--- config.mk ---
export PLATFORM = sky130hd
export DESIGN_NAME = asic_sprite_mixer
export DESIGN_NICKNAME = d
export VERILOG_FILES = /design/src/rtl/asic_sprite_mixer.sv
export SDC_FILE = /design/constraint.sdc
export NUM_CORES = 1
export LEC_CHECK = 0
export ABC_AREA = 0
export BUFFER_PORTS_ARGS = -buffer_cell sky130_fd_sc_hd__buf_2
export CAP_MARGIN = 30
export CORE_ASPECT_RATIO = 1.2
export CORE_MARGIN = 2
export CORE_UTILIZATION = 45
export DETAILED_ROUTE_END_ITERATION = 8
export PLACE_DENSITY_LB_ADDON = 0.05
export REMOVE_ABC_BUFFERS = 1
export SYNTH_ARGS = -nofsm -noshare
export SYNTH_HDL_FRONTEND = slang
export SYNTH_SLANG_ARGS = --single-unit
--- constraint.sdc ---
create_clock -name clk_sys -period 5.4 [get_ports clk_sys]
set_input_delay 0.54 -clock clk_sys [delete_from_list [all_inputs] [get_ports clk_sys]]
set_output_delay 0.54 -clock clk_sys [all_outputs]
set_load 0.05 [all_outputs]
--- src/rtl/asic_sprite_mixer.sv ---
// asic_sprite_mixer
// -----------------
// Compositing stage of the Plus ASIC video path. Each clock it takes the
// sprite unit's result for one pixel (active flag, sprite id, pattern pen)
// and the background pixel. It resolves the sprite pen through a 15-entry
// 12-bit palette and muxes the result over the background. It also latches
// sticky sprite-vs-background collisions per sprite.
//
// Pixel latency from inputs to rgb_out/sprite_vis is fixed at 2 clocks.
// Throughput is one pixel per clock.
//
// CPU map (plus_mode = 1):
//   PAL_BASE + 2(n-1)      pen n low byte  {R[3:0], B[3:0]}
//   PAL_BASE + 2(n-1) + 1  pen n high byte {4'b0,   G[3:0]}
//   COLL_BASE              collision flags[7:0]  (read clears this byte)
//   COLL_BASE + 1          collision flags[15:8] (read clears this byte)
//   any write to COLL_BASE/COLL_BASE+1 clears all 16 flags
// With plus_mode = 0, writes are ignored and mapped reads return 8'hFF.
// Unmapped addresses never respond.
//
// Ports:
//   clk_sys, reset              clock, synchronous active-high reset
//   plus_mode                   Plus features enable (0 = passthrough)
//   cpu_addr/cpu_data           CPU address / write data
//   cpu_wr/cpu_rd               one-cycle access strobes (write wins)
//   cpu_dout/cpu_dout_valid     read data, valid one cycle after the read
//   hblank/vblank               blanking inputs
//   sprite_active/id/pix        sprite unit result for this pixel
//   bg_rgb/bg_ink               background colour and ink flag
//   rgb_out/sprite_vis          composited pixel and sprite-source flag
//   collision_flags             sticky per-sprite collision bits
module asic_sprite_mixer #(
    parameter logic [15:0] PAL_BASE  = 16'h6422,
    parameter logic [15:0] COLL_BASE = 16'h6440
) (
    input  logic        clk_sys,
    input  logic        reset,
    input  logic        plus_mode,
    input  logic [15:0] cpu_addr,
    input  logic [7:0]  cpu_data,
    input  logic        cpu_wr,
    input  logic        cpu_rd,
    output logic [7:0]  cpu_dout,
    output logic        cpu_dout_valid,
    input  logic        hblank,
    input  logic        vblank,
    input  logic        sprite_active,
    input  logic [3:0]  sprite_id,
    input  logic [3:0]  sprite_pix,
    input  logic [11:0] bg_rgb,
    input  logic        bg_ink,
    output logic [11:0] rgb_out,
    output logic        sprite_vis,
    output logic [15:0] collision_flags
);

    localparam int unsigned PAL_ENTRIES = 32'd15;

    // CPU decode
    logic [15:0] pal_off_s;
    logic [15:0] coll_off_s;
    logic        pal_hit_s;
    logic        coll_hit_s;
    logic [3:0]  pal_idx_s;
    logic        pal_hi_s;
    logic        rd_acc_s;
    logic        pal_we_s;
    logic        coll_we_s;
    logic        coll_rd_s;
    logic [7:0]  rd_data_s;

    // Palette, entry i holds pen i+1 as {R,G,B}
    logic [11:0] pal_r [PAL_ENTRIES];

    // Stage 1 pixel registers
    logic        blank_s1_r;
    logic        opaque_s1_r;
    logic [3:0]  id_s1_r;
    logic [3:0]  pix_s1_r;
    logic [11:0] bg_s1_r;
    logic        ink_s1_r;

    // Stage 2 next-state and registers
    logic [11:0] pen_rgb_s;
    logic [11:0] rgb_next_s;
    logic        vis_next_s;
    logic [15:0] coll_set_s;
    logic [15:0] coll_clr_s;
    logic [11:0] rgb_out_r;
    logic        sprite_vis_r;
    logic [15:0] flags_r;
    logic [7:0]  cpu_dout_r;
    logic        cpu_dout_valid_r;

    // Address decode and access qualification; a write masks a same-cycle read
    always_comb begin
        pal_off_s  = cpu_addr - PAL_BASE;
        coll_off_s = cpu_addr - COLL_BASE;
        pal_hit_s  = (pal_off_s < 16'd30);
        coll_hit_s = (coll_off_s < 16'd2);
        pal_idx_s  = pal_off_s[4:1];
        pal_hi_s   = pal_off_s[0];
        rd_acc_s   = cpu_rd & ~cpu_wr & (pal_hit_s | coll_hit_s);
        pal_we_s   = cpu_wr & plus_mode & pal_hit_s;
        coll_we_s  = cpu_wr & plus_mode & coll_hit_s;
        coll_rd_s  = rd_acc_s & plus_mode & coll_hit_s;
    end

    // Read data selection for mapped addresses
    always_comb begin
        rd_data_s = 8'h00;
        if (!plus_mode) begin
            rd_data_s = 8'hFF;
        end else if (coll_hit_s) begin
            rd_data_s = coll_off_s[0] ? flags_r[15:8] : flags_r[7:0];
        end else if (pal_hit_s) begin
            if (pal_hi_s) begin
                rd_data_s = {4'h0, pal_r[pal_idx_s][7:4]};
            end else begin
                rd_data_s = {pal_r[pal_idx_s][11:8], pal_r[pal_idx_s][3:0]};
            end
        end else begin
            rd_data_s = 8'h00;
        end
    end

    // Stage 2 colour mux and collision set/clear masks
    always_comb begin
        if (pix_s1_r == 4'd0) begin
            pen_rgb_s = 12'h000;
        end else begin
            pen_rgb_s = pal_r[pix_s1_r - 4'd1];
        end

        if (blank_s1_r) begin
            rgb_next_s = 12'h000;
            vis_next_s = 1'b0;
        end else if (opaque_s1_r) begin
            rgb_next_s = pen_rgb_s;
            vis_next_s = 1'b1;
        end else begin
            rgb_next_s = bg_s1_r;
            vis_next_s = 1'b0;
        end

        if (!blank_s1_r && opaque_s1_r && ink_s1_r) begin
            coll_set_s = 16'd1 << id_s1_r;
        end else begin
            coll_set_s = 16'h0000;
        end

        if (coll_we_s) begin
            coll_clr_s = 16'hFFFF;
        end else if (coll_rd_s) begin
            coll_clr_s = coll_off_s[0] ? 16'hFF00 : 16'h00FF;
        end else begin
            coll_clr_s = 16'h0000;
        end
    end

    // Palette storage: each byte written independently. The lookup above reads
    // the pre-write value, so a new colour shows from the next pixel on.
    always_ff @(posedge clk_sys) begin
        if (reset) begin
            for (int unsigned i = 32'd0; i < PAL_ENTRIES; i++) begin
                pal_r[i] <= 12'h000;
            end
        end else begin
            for (int unsigned i = 32'd0; i < PAL_ENTRIES; i++) begin
                if (pal_we_s && (pal_idx_s == 4'(i))) begin
                    if (pal_hi_s) begin
                        pal_r[i][7:4] <= cpu_data[3:0];
                    end else begin
                        pal_r[i][11:8] <= cpu_data[7:4];
                        pal_r[i][3:0]  <= cpu_data[3:0];
                    end
                end
            end
        end
    end

    // Stage 1 pixel capture; plus_mode is folded into opaque here
    always_ff @(posedge clk_sys) begin
        if (reset) begin
            blank_s1_r  <= 1'b0;
            opaque_s1_r <= 1'b0;
            id_s1_r     <= 4'd0;
            pix_s1_r    <= 4'd0;
            bg_s1_r     <= 12'h000;
            ink_s1_r    <= 1'b0;
        end else begin
            blank_s1_r  <= hblank | vblank;
            opaque_s1_r <= plus_mode & sprite_active & (sprite_pix != 4'd0);
            id_s1_r     <= sprite_id;
            pix_s1_r    <= sprite_pix;
            bg_s1_r     <= bg_rgb;
            ink_s1_r    <= bg_ink;
        end
    end

    // Stage 2 output registers and sticky collision flags (set beats clear)
    always_ff @(posedge clk_sys) begin
        if (reset) begin
            rgb_out_r    <= 12'h000;
            sprite_vis_r <= 1'b0;
            flags_r      <= 16'h0000;
        end else begin
            rgb_out_r    <= rgb_next_s;
            sprite_vis_r <= vis_next_s;
            flags_r      <= (flags_r & ~coll_clr_s) | coll_set_s;
        end
    end

    // CPU read response, one cycle after an accepted read; data holds between reads
    always_ff @(posedge clk_sys) begin
        if (reset) begin
            cpu_dout_r       <= 8'h00;
            cpu_dout_valid_r <= 1'b0;
        end else begin
            cpu_dout_valid_r <= rd_acc_s;
            if (rd_acc_s) begin
                cpu_dout_r <= rd_data_s;
            end
        end
    end

    assign rgb_out         = rgb_out_r;
    assign sprite_vis      = sprite_vis_r;
    assign collision_flags = flags_r;
    assign cpu_dout        = cpu_dout_r;
    assign cpu_dout_valid  = cpu_dout_valid_r;

endmodule

==> results.rst <==
.. list-table::
   :header-rows: 1

   * - Metric
     - Value
   * - Result of the run
     - complete, no violations
   * - Levels on crit path
     - 11
   * - Worst hold path cell count
     - 3
   * - Buffer count from post-CTS setup fixing
     - 0
   * - Accumulated negative setup slack
     - 0 ps
   * - Cell types with the largest area share after synthesis
     - sky130_fd_sc_hd__edfxtp_1 43%, sky130_fd_sc_hd__mux4_2 15%, sky130_fd_sc_hd__dfxtp_1 9.8%
   * - Remaining global-route overflow
     - 0
   * - Clock-pin slew reported for the worst setup and hold paths after clock tree synthesis
     - 60 ps
   * - Unrepaired setup endpoints after global routing
     - false
   * - Total internal power
     - 0.00332 W
   * - Maximum number of pins on one net before global-route repair
     - 52
   * - Number of sinks on the clock net
     - 241
   * - Die Ht
     - 186 µm
   * - Gate count of the mapped netlist
     - 980
   * - Synthesized cell area
     - 12500 µm²
   * - Top_reg_cell synth
     - sky130_fd_sc_hd__edfxtp_1
   * - Worst IR Drop VDD
     - 0.241 mV
   * - Combined flip-flop and latch cell area
     - 6630 µm²
   * - Adder-cell share of the synthesized area
     - 0.502%
   * - Final weighted congestion in routability-driven placement
     - 0.876
   * - Post-layout instance count excluding filler cells
     - 1407
   * - Class of the tightest hold or removal check
     - in2reg
   * - Ranking of synthesized cells by instance count
     - 180 x sky130_fd_sc_hd__edfxtp_1, 104 x sky130_fd_sc_hd__nor2_1, 85 x sky130_fd_sc_hd__mux4_2, 62 x sky130_fd_sc_hd__nor3_1, 61 x sky130_fd_sc_hd__dfxtp_1
   * - Number of routed nets with antenna violations
     - 0
   * - Number of global-route vias before repair
     - 8457
   * - Num rows
     - 66
   * - Die span in x
     - 156 µm
   * - Power share of the combinational group
     - 14.0%
   * - Parity-gate share of the synthesized area counting xor and xnor cells
     - 0.492%
   * - Maximum clock rate
     - 0.254 GHz
   * - Hold Path Origin
     - hblank
   * - Library cell with the highest instance count after synthesis
     - sky130_fd_sc_hd__edfxtp_1
   * - Filler cells
     - 2409
   * - I/O Buffers
     - 90
   * - Buffers and inverters on the worst path
     - 3
   * - Part of the power in the clock network
     - 38.1%
   * - Wire length of the first global-routing pass
     - 53600 µm
   * - H-tree levels
     - 1
   * - Lkg Pwr
     - 4.81 nW
   * - Cell mode on critical path
     - sky130_fd_sc_hd__buf_4
   * - Number of diodes added for antenna fixing
     - 0
   * - Number of flops mapped to enable cells by yosys
     - 180
   * - Area Growth Syn to Fin
     - 12.8%
   * - Share of cells above drive strength 1
     - 28.8%
   * - Mean area per synthesized cell
     - 12.7 µm²
   * - Synth Warn #
     - 0
   * - HPWL after DPL
     - 25300 µm
   * - Type of origin of the critical path
     - input pin
   * - Area of the multi-input gates
     - 5410 µm²
   * - Worst max-slew margin expressed relative to the limit
     - 30.1%
   * - Number of hold-slack violations in the final timing report
     - 0
   * - Routed wirelength normalized by instance count
     - 25.4 µm
   * - Total track usage
     - 24.5%
   * - Actual transition at the worst max-transition pin
     - 1040 ps
   * - Maximum Capacitance Violations
     - 0
   * - Core outline area
     - 27200 µm²
   * - Sw frac
     - 25.9%
   * - Inst Count DP
     - 1359
   * - Compound-cell area share of the yosys netlist
     - 8.58%
   * - Worst Path Required
     - 5570 ps
   * - Delay of the slowest cell on the worst path
     - 970 ps
   * - Clk root buf
     - sky130_fd_sc_hd__clkbuf_16
   * - # IOs
     - 91
   * - Endpoints failing setup
     - 0
   * - Largest family of logic cells by synthesized area
     - multiplexers
   * - Start-to-end type of the worst setup path
     - in2reg
   * - Power per cell area
     - 319 nW/µm²
   * - Cts bufs inserted
     - 26
   * - Share of power burned in registers
     - 47.9%
   * - Slew Viols, Final
     - 0
   * - Routed vias/inst
     - 6.19
   * - Iter 0 DRT Violations
     - 826
   * - Maximum fanout count along the critical path
     - 28
   * - Beginning of the worst register-to-register path
     - pix_s1_r[0]
   * - Number of gates resized after CTS
     - 0
   * - Starting density of the core
     - 45.9%
   * - Critical Path Source
     - cpu_addr[1]
   * - Maximum root-to-sink buffer count
     - 3
   * - Area of the die
     - 29000 µm²
   * - Crit path max-delay family
     - simple AND/OR/NAND/NOR gates
   * - Yosys cell types
     - 68
   * - Proportion of synthesized chip area in sequential cells
     - 53.2%
   * - Number of flip-flops and latches in the synthesized netlist
     - 241
   * - Pre-antenna DRT Iters
     - 5
   * - Yosys top cell area share
     - 43.4%
   * - Reg2reg path depth
     - 7
   * - Period minus WS final
     - 3940 ps
   * - Top cell type by total area after synthesis
     - sky130_fd_sc_hd__edfxtp_1
   * - Antenna violations before repair
     - 2
   * - Async S/R FF share, synth
     - 0%
   * - Clock tree from TritonCTS
     - built
   * - Utilization after layout
     - 51.7%
   * - Slowest cell on the critical path
     - sky130_fd_sc_hd__o21ai_0
   * - Share of the clock period used by the worst path after layout
     - 73.0%
   * - Setup Skew
     - 12.5 ps
   * - # hold bufs at CTS
     - 0
   * - Mux contribution to synthesized area
     - 18.7%
   * - Via total after detailed routing
     - 8712
   * - Series of cell instances along the critical path
     - buf_4 -> inv_1 -> ha_2 -> nor3b_1 -> mux2i_1 -> nor4_2 -> nand3_1 -> nor4_4 -> buf_4 -> nand2_1 -> o21ai_0
   * - DRC viols
     - 0
   * - Crit. End Element
     - register
   * - Data arrival time of the critical path
     - 4110 ps
   * - Net Sw Power
     - 0.00116 W
   * - Post-Route WL
     - 35700 µm
   * - Simple-gate share of the synthesized area
     - 15.0%
   * - Clock network latency to the later pin of the worst-skew pair
     - 550 ps
   * - Net count reported at finish
     - 1106
==> registers in the layout (all words and copies together), names as in the netlist <==
register / cells
pal_r: 180
collision_flags: 16
pix_s1_r: 4
bg_s1_r: 12
cpu_dout: 8
id_s1_r: 4
cpu_dout_valid: 1
rgb_out: 12
blank_s1_r: 1
sprite_vis: 1
ink_s1_r: 1
opaque_s1_r: 1
==> routing by layer <==
metal	part of all wire (%)	vias to the layer above	global-route usage [%]
met4	2.2	4	5.96
met5	0.078	-	0
met3	6.9	53	3.76
met1	43	4382	35.0
met2	48	333	39.7
li1	-	3940	-
==> cell families (layout without fill, tap and decap cells) <==
logic type                 after synthesis  in the layout
AOI/OAI and AO/OA                      158            158
xor gates and xnor gates                 7              7
adders and majority gates                5              5
buffers and inverters                  102            189
DFF                                    241            241
muxes                                  125            125
and+or+nand+nor                        342            342
==> tightest hold or removal path: cells and delay by family <==
kind,cells,cell delay [ps]
buf+inv,1,70
simple gates,2,90
==> power by group through the flow <==
stage               Clock [W]  Combinational (W)  Sequential [W]
global placement            0           0.000623         0.00218
finish                0.00171           0.000627         0.00215
CTS                   0.00173           0.000626         0.00214
floorplan                   0           0.000371         0.00218
detailed placement          0           0.000624         0.00218
global route          0.00180           0.000665         0.00216
==> area by class of cell <==
| cell class | instances | area share (%) |
|---|---|---|
| inverters | 19 | 0.507 |
| clock buffers | 40 | 5.45 |
| multi-input cells | 637 | 38.5 |
| clock inverters | 7 | 0.312 |
| well taps | 340 | 3.03 |
| repair buffers | 123 | 5.07 |
| flip-flops and latches | 241 | 47.2 |
==> stage by stage <==
step / hold slack, ps / cell area (µm²) / worst slack, ps / power (W)
after detailed placement: 437 / 13200 / 839 / 0.00281
after CTS: 196 / 14000 / 1410 / 0.00450
after global placement: 435 / 13200 / 1000 / 0.00280
final: 198 / 14100 / 1460 / 0.00448
after global routing: 203 / 14100 / 1190 / 0.00463
after floorplan: 417 / 12100 / 689 / 0.00255
==> cell usage in the layout, fill, tap and decap left out, drive strengths merged, types with 7 or more instances in the layout <==
master	count
nand2	52
clkinv	9
mux2i	32
nor4	7
mux4	85
dfxtp	61
nand3	16
a211oi	9
o21ai	33
nor3	95
mux2	8
edfxtp	180
a22oi	26
a21o	7
a21oi	23
clkbuf	41
inv	17
nor2b	30
o22ai	23
nor2	104
buf	122
==> final timing paths <==
kind / endpoint / slack (ps)
worst max-delay path: pal_r[4][9] / 1460
worst min-delay path: blank_s1_r / 200
worst max register to register: rgb_out[5] / 2320
worst min register to register: rgb_out[10] / 440
(Power assumes the default switching activity.)
